==> src/rtl/cla_iter_pkg.sv <==
// Shared types and size helpers for the nibble-serial carry-lookahead adder.
package cla_iter_pkg;

    localparam int NIB_W = 4;

    typedef enum logic [1:0] {
        IDLE = 2'd0,
        RUN  = 2'd1,
        DONE = 2'd2
    } state_t;

    function automatic int calc_nib(input int width);
        return width / NIB_W;
    endfunction

    function automatic int calc_cw(input int nib);
        return (nib <= 1) ? 1 : $clog2(nib);
    endfunction

endpackage

==> src/rtl/cla4_slice.sv <==
// 4-bit carry-lookahead slice; every carry is a flat sum of generate/propagate products.
module cla4_slice (
    input  logic [3:0] a,
    input  logic [3:0] b,
    input  logic       cin,
    output logic [3:0] s,
    output logic       c3,
    output logic       c4
);

    logic [3:0] g_s;
    logic [3:0] p_s;
    logic       c1_s;
    logic       c2_s;

    assign g_s = a & b;
    assign p_s = a ^ b;

    assign c1_s = g_s[0] | (p_s[0] & cin);
    assign c2_s = g_s[1] | (p_s[1] & g_s[0]) | (p_s[1] & p_s[0] & cin);
    assign c3   = g_s[2] | (p_s[2] & g_s[1]) | (p_s[2] & p_s[1] & g_s[0])
                | (p_s[2] & p_s[1] & p_s[0] & cin);
    assign c4   = g_s[3] | (p_s[3] & g_s[2]) | (p_s[3] & p_s[2] & g_s[1])
                | (p_s[3] & p_s[2] & p_s[1] & g_s[0])
                | (p_s[3] & p_s[2] & p_s[1] & p_s[0] & cin);

    assign s = p_s ^ {c3, c2_s, c1_s, cin};

endmodule

==> src/rtl/cla_iter_adder_ctrl.sv <==
// Low-area WIDTH-bit add/subtract: one CLA slice reused LSB-first, one nibble per cycle.
module cla_iter_adder_ctrl
    import cla_iter_pkg::*;
#(
    parameter int WIDTH = 32
) (
    input  logic             clk,
    input  logic             rst_n,
    input  logic             flush,
    input  logic             in_valid,
    output logic             in_ready,
    input  logic [WIDTH-1:0] a,
    input  logic [WIDTH-1:0] b,
    input  logic             sub,
    input  logic             cin,
    output logic             out_valid,
    input  logic             out_ready,
    output logic [WIDTH-1:0] sum,
    output logic             cout,
    output logic             ovf,
    output logic             zero,
    output logic             busy
);

    localparam int NIB = calc_nib(WIDTH);
    localparam int CW  = calc_cw(NIB);
    localparam logic [CW-1:0] LAST_IDX = CW'(NIB - 1);

    state_t           state_r;
    logic [CW-1:0]    cnt_r;
    logic             carry_r;
    logic [WIDTH-1:0] op_a_r;
    logic [WIDTH-1:0] op_b_r;
    logic [WIDTH-1:0] result_r;
    logic             cout_r;
    logic             ovf_r;
    logic             zero_r;
    logic             out_valid_r;
    logic             busy_r;

    logic [CW+1:0]    base_s;
    logic [3:0]       nib_a_s;
    logic [3:0]       nib_b_s;
    logic [3:0]       nib_sum_s;
    logic             c3_s;
    logic             c4_s;
    logic [WIDTH-1:0] result_next_s;

    // Select the active nibble and merge its sum into the running result.
    always_comb begin
        base_s        = {cnt_r, 2'b00};
        nib_a_s       = op_a_r[base_s +: NIB_W];
        nib_b_s       = op_b_r[base_s +: NIB_W];
        result_next_s = result_r;
        result_next_s[base_s +: NIB_W] = nib_sum_s;
    end

    cla4_slice u_slice (
        .a   (nib_a_s),
        .b   (nib_b_s),
        .cin (carry_r),
        .s   (nib_sum_s),
        .c3  (c3_s),
        .c4  (c4_s)
    );

    // Sequencer: accept, iterate nibbles, hold result until consumed; flush aborts.
    always_ff @(posedge clk or negedge rst_n) begin
        if (!rst_n) begin
            state_r     <= IDLE;
            cnt_r       <= '0;
            carry_r     <= 1'b0;
            op_a_r      <= '0;
            op_b_r      <= '0;
            result_r    <= '0;
            cout_r      <= 1'b0;
            ovf_r       <= 1'b0;
            zero_r      <= 1'b0;
            out_valid_r <= 1'b0;
            busy_r      <= 1'b0;
        end else if (flush) begin
            state_r     <= IDLE;
            cnt_r       <= '0;
            carry_r     <= 1'b0;
            out_valid_r <= 1'b0;
            busy_r      <= 1'b0;
        end else begin
            case (state_r)
                IDLE: begin
                    if (in_valid) begin
                        op_a_r  <= a;
                        op_b_r  <= sub ? ~b : b;
                        carry_r <= sub ? 1'b1 : cin;
                        cnt_r   <= '0;
                        state_r <= RUN;
                        busy_r  <= 1'b1;
                    end
                end
                RUN: begin
                    result_r <= result_next_s;
                    carry_r  <= c4_s;
                    if (cnt_r == LAST_IDX) begin
                        // c3 of the top nibble is the carry into the MSB.
                        cout_r      <= c4_s;
                        ovf_r       <= c3_s ^ c4_s;
                        zero_r      <= (result_next_s == {WIDTH{1'b0}});
                        out_valid_r <= 1'b1;
                        state_r     <= DONE;
                    end else begin
                        cnt_r <= cnt_r + CW'(1);
                    end
                end
                DONE: begin
                    if (out_ready) begin
                        out_valid_r <= 1'b0;
                        busy_r      <= 1'b0;
                        state_r     <= IDLE;
                    end
                end
                default: begin
                    state_r     <= IDLE;
                    cnt_r       <= '0;
                    carry_r     <= 1'b0;
                    out_valid_r <= 1'b0;
                    busy_r      <= 1'b0;
                end
            endcase
        end
    end

    assign in_ready  = (state_r == IDLE) & ~flush;
    assign out_valid = out_valid_r;
    assign sum       = result_r;
    assign cout      = cout_r;
    assign ovf       = ovf_r;
    assign zero      = zero_r;
    assign busy      = busy_r;

endmodule

==> config.mk <==
export PLATFORM = sky130hd
export DESIGN_NAME = cla_iter_adder_ctrl
export DESIGN_NICKNAME = d
export VERILOG_FILES = /design/src/rtl/cla_iter_pkg.sv /design/src/rtl/cla4_slice.sv /design/src/rtl/cla_iter_adder_ctrl.sv
export SDC_FILE = /design/constraint.sdc
export NUM_CORES = 1
export LEC_CHECK = 0
export CORE_ASPECT_RATIO = 0.7
export CORE_MARGIN = 3
export CORE_UTILIZATION = 35
export DETAILED_ROUTE_END_ITERATION = 8
export PLACE_DENSITY = 0.63
export SKIP_CTS_REPAIR_TIMING = 1
export SYNTH_ARGS = -nofsm -noshare
export SYNTH_HDL_FRONTEND = slang
export SYNTH_SLANG_ARGS = --single-unit
==> constraint.sdc <==
create_clock -name clk -period 4.1 [get_ports clk]
set_clock_uncertainty 0.1 [all_clocks]
set_input_delay 0.82 -clock clk [delete_from_list [all_inputs] [get_ports clk]]
set_output_delay 0.82 -clock clk [all_outputs]
set_load 0.1 [all_outputs]
Word level (Yosys, flattened, before mapping) --
Cells that the tools add are included.
Word-level totals: register bits after elaboration 107, input bits 71
Cells by class: bitwise logic cells 33, add/sub/neg operators 2, equal/unequal tests 10, reductions and logical operators 10, multiplexer cells 22, shifts and indexed selects 4
Operators with widths (count):
- $shiftx A32 B6 Y4 | 2
- $bwmux W32 | 1
- $logic_not A32 Y1 | 1
- $mux W32 | 1
- $not A32 Y32 | 1
- $shift A4 B7 Y32 const A | 1
- $shiftx A4 B7 Y32 | 1
- $reduce_and A3 Y1 | 6
- $and A1 B1 Y1 | 17
- $ne A3 B3 Y1 const B | 4
- $or A1 B1 Y1 | 10
- $mux W3 | 3
- $pmux W1 S3 | 3
- $pmux W3 S3 | 1
- $mux W1 | 8
- $mux W2 | 4
- $xor A4 B4 Y4 | 2
- $neg A5 Y7 | 1
- $ne A2 B2 Y1 const B | 3
- $pmux W2 S3 | 1
- $and A4 B4 Y4 | 1
- $reduce_and A2 Y1 | 2
- $add A3 B1 Y3 const B | 1
- $eq A3 B3 Y1 const B | 1
- 5 further kinds | 5

Logic depth before layout (Yosys ltp) --
word-level depth 10, gate-level depth with buffers 14

Hierarchy --
From an unflattened synthesis, not the netlist that was laid out.
Second synthesis, totals: cell total of the unflattened synthesis 466, area, all modules 5434.0 sq um
By module, submodules not included:
- cla_iter_adder_ctrl | cells each 448, instances 1, area each 5278.8 sq um
- cla4_slice | cells each 18, instances 1, area each 155.1 sq um

Worst setup path before layout --
No wires, ideal clock.
path type in2out, from input flush, to output in_ready, required time 3.180 ns, slack 0.085 ns, path buffers 1, data arrival time 3.095 ns, cell stages on the path 2, cells stage by stage clkbuf_1 > nor3_1
Between the ends: cells in the longest elaborated chain, start to end 2
RTL lines:
- start: declaration | RTL line cla_iter_adder_ctrl.sv:9 | input logic flush,
- $not A1 Y1 (no line)
- $and A1 B1 Y1 | RTL line cla_iter_adder_ctrl.sv:131 | assign in_ready = (state_r == IDLE) & ~flush;
- end: declaration | RTL line cla_iter_adder_ctrl.sv:11 | output logic in_ready,
No other way between the ends.

Worst setup path in the final report --
from register cnt_r[0], to register result_r[11] (netlist: sum[11])
Between the ends: cells in the longest elaborated chain, start to end 9
RTL lines:
- start: declaration | RTL line cla_iter_adder_ctrl.sv:30 | logic [CW-1:0] cnt_r;
- start signal: assignment | RTL line cla_iter_adder_ctrl.sv:110 | cnt_r <= cnt_r + CW'(1);
- $shiftx A32 B6 Y4, on equally long branches | RTL line cla_iter_adder_ctrl.sv:52, cla_iter_adder_ctrl.sv:53
- $xor A4 B4 Y4 or $and A4 B4 Y4 (tied branches) | RTL line cla4_slice.sv:17, cla4_slice.sv:16
- $and A1 B1 Y1, on equally long branches | RTL line cla4_slice.sv:21, cla4_slice.sv:22
- $or A1 B1 Y1, or another cell as far along | RTL line cla4_slice.sv:21 | assign c3 = g_s[2] | (p_s[2] & g_s[1]) | (p_s[2] & p_s[1] & g_s[0])
- $or A1 B1 Y1 or $and A1 B1 Y1 (tied branches) | RTL line cla4_slice.sv:21, cla4_slice.sv:22
- $or A1 B1 Y1 | RTL line cla4_slice.sv:22 | | (p_s[2] & p_s[1] & p_s[0] & cin);
- $xor A4 B4 Y4 | RTL line cla4_slice.sv:27 | assign s = p_s ^ {c3, c2_s, c1_s, cin};
- $shiftx A4 B7 Y32 | RTL line cla_iter_adder_ctrl.sv:55 | result_next_s[base_s +: NIB_W] = nib_sum_s;
- $bwmux W32 (*) | RTL line cla_iter_adder_ctrl.sv:55
- end signal: assignment | RTL line cla_iter_adder_ctrl.sv:100 | result_r <= result_next_s;
- end: declaration | RTL line cla_iter_adder_ctrl.sv:34 | logic [WIDTH-1:0] result_r;
Mark *: on every way between the ends. The rest lies on a longest branch, timed or not. A chain may end at the register's enable or synchronous reset.

==> summary.md <==
| Metric | Value |
|---|---|
| Status | complete, no violations |
| Die height | 111 µm |
| CTS tree | yes |
| RePlAce Congestion | 0.880 |
| Worst EP required | 4230 ps |
| Slew Viols, Final | 0 |
| Worst-Margin Slew | 1000 ps |
| Clock network power share | 0.297 |
| Count of nets after finishing | 694 |
| Post-Syn Area | 0.00554 mm² |
| H-tree Lvls | 3 |
| Unrepaired setup endpoints after global routing | false |
| Crit path arrival time | 3830 ps |
| TritonRoute pass-1 iters | 4 |
| Placed Area | 0.00684 mm² |
| Post-DP HPWL | 10.7 mm |
| Register bit count reported by yosys | 107 |
| Num rows | 37 |
| WS Path Type | register to register |
| Number of max-cap violations | 0 |
| Remaining antenna violation count | 0 |
| Share of the synthesized area in the top cell type | 0.483 |
| Vias in the first global route | 4,190 |
| Average routed wire per standard cell | 17.3 µm |
| Filler cells | 1,369 |
| Register area share after synthesis | 0.483 |
| Met2 usage | 0.233 |
| Top_reg_cell synth | dfrtp_1 |
| Pin count of the biggest net entering global routing | 97 |
| Yosys top cell by area | dfrtp_1 |
| Antenna Cells | 0 |
| Comb power frac | 0.296 |
| Rel. slew slack | 0.332 |
| Post-route cell area | 0.00717 mm² |
| Syn nets | 591 |
| Setup crit start kind | register |
| Post-synth cell types | 57 |
| P_leak | 2.90 nW |
| Seq pwr share | 0.407 |
| Yosys warns | 0 |
| CTS Buf Count | 9 |
| Post-synth top cells | dfrtp_1 (107), nand2_1 (59), nor2_1 (56), mux2_2 (49), a21oi_1 (43) |
| Sw frac | 0.327 |
| Met1 Track Usage GR | 0.260 |
| Core Area | 0.0151 mm² |
| Clk buf depth | 2 |
| Synth Instances | 508 |
| Synth top area cells | dfrtp_1 (48%), mux2_2 (10%), mux4_2 (6.5%), xnor2_1 (5.7%), nand2_1 (4.0%) |
| GRT overflow | 0 |
| Final Cycle Share | 0.903 |
| WL final | 14.1 mm |
| Min Tclk post-route | 3700 ps |
| Initial antenna violation count | 0 |
| Final hold violations | 0 |
| Sink Count | 107 |
| VDD IR max | 192 µV |
| Avg Inst Size Synth | 10.9 µm² |
| Fin Setup TNS | 0 ps |
| Switching pwr | 1.04 mW |
| Count leader, synth | dfrtp_1 |
| Number of synthesized flops with an enable pin | 0 |
| Ports | 109 |
| Clk Latency, worst-skew pair | 340 ps |
| Async SR Flop Fraction | 1.00 |
| Final setup vio count | 0 |
| First-pass GRT wire length | 22.7 mm |
| GRT Max-Usage Layer | met1 |
| Vias | 4,171 |
| Layout area overhead | 29.4% |
| Power Total | 3.19 mW |
| DRC | 0 |
| Share of layout cells above drive strength 1 | 0.175 |
| Endpoint class of the critical path | register |
| Root Driver | clkbuf_16 |
| Met3 Usage GRT | 0.0316 |
| Initial Util | 0.367 |
| CP max FO | 13 |
| Number of port buffers | 108 |
| Die span in x | 156 µm |
| DR iter-0 viols | 303 |
| Worst hold path type | register to register |
| Fmax | 270 MHz |
| P_int | 2.15 mW |
| Die area | 0.0174 mm² |
| Clock-pin slew on the worst setup and hold paths | 70 ps |
| Global router's overall resource usage | 0.163 |
| DR vias/cell | 5.14 |
| PD cells | 445 mW/mm² |
[registers in the layout (all words and copies together) (netlist names)]
signal / flops
zero: 1
state_r: 2
carry_r: 1
busy: 1
cout: 1
cnt_r: 3
out_valid: 1
op_a_r: 32
op_b_r: 32
sum: 32
ovf: 1
[worst paths after layout]
check | slack [ps] | cells after the start | start | end
min | 410 | 1 | op_a_r[10] | op_a_r[10]
max | 400 | 11 | cnt_r[0] | sum[11]
max reg2reg | 400 | 11 | cnt_r[0] | sum[11]
min reg2reg | 410 | 1 | op_a_r[10] | op_a_r[10]
max in group asynchronous | 2410 | 2 | rst_n | op_b_r[17]
min in group asynchronous | 510 | 1 | rst_n | sum[21]
[placed cells by master, fill, tap and decap left out, drive strengths merged, types with 9 or more instances in the layout]
cell type / instances
ha: 11
dfrtp: 107
buf: 16
clkdlybuf4s50: 105
xnor2: 36
a21oi: 43
nor2: 56
mux4: 16
o21ai: 19
clkbuf: 9
mux2: 49
nand2: 59
[routing by layer]
layer,vias up,wire length (µm)
met5,-,0
met4,0,42
met3,2,693
met2,112,6080
met1,2063,7240
li1,1994,-
[worst max-delay path, stage by stage, from the launching register on]
cell and delay, ps:
dfrtp_2 630, buf_4 220, mux4_2 500, nand2_1 80, nand2_1 60, ha_1 190, a211oi_1 290, nor3b_1 150
or2_2 320, xnor2_1 600, nor2_1 160, mux2_2 300
[through the flow]
step / setup slack (ps) / hold slack, ps / std cells / util
2_1_floorplan: 84.7 / 375 / 508 / -
3_3_place_gp: 248 / 385 / 795 / 0.453
3_5_place_dp: 180 / 394 / 795 / 0.453
4_1_cts: 147 / 411 / 811 / 0.475
5_1_grt: 163 / 421 / 811 / 0.475
6_report: 400 / 410 / 811 / 0.475
[power groups by stage]
stage               clock network, mW  registers [mW]  logic, mW
global route                     1.02            1.32       1.03
CTS                             0.968            1.30      0.950
global placement                    0            1.32      0.936
detailed placement                  0            1.32      0.944
finish                          0.947            1.30      0.945
floorplan                           0            1.43      0.512
[final cells by class]
class | instances | area (µm²) | share of cell area
clock buffer | 9 | 225 | 0.0314
clock inverter | 7 | 106 | 0.0148
inverter | 6 | 22.5 | 0.00314
multi-input combinational | 366 | 2720 | 0.379
sequential | 107 | 2680 | 0.373
tap | 195 | 244 | 0.0340
timing repair buffer | 121 | 1180 | 0.165
[cell families (layout without fill, tap and decap cells)]
logic type | count (synthesis) | after routing | synth area share
compound gates | 92 | 92 | 0.101
fa+ha+maj | 12 | 12 | 0.0284
xor+xnor | 37 | 37 | 0.0585
mux | 66 | 66 | 0.166
simple gates | 159 | 159 | 0.135
flops | 107 | 107 | 0.483
buf+inv | 35 | 143 | 0.0280
Power figures use the tool's default switching activity.
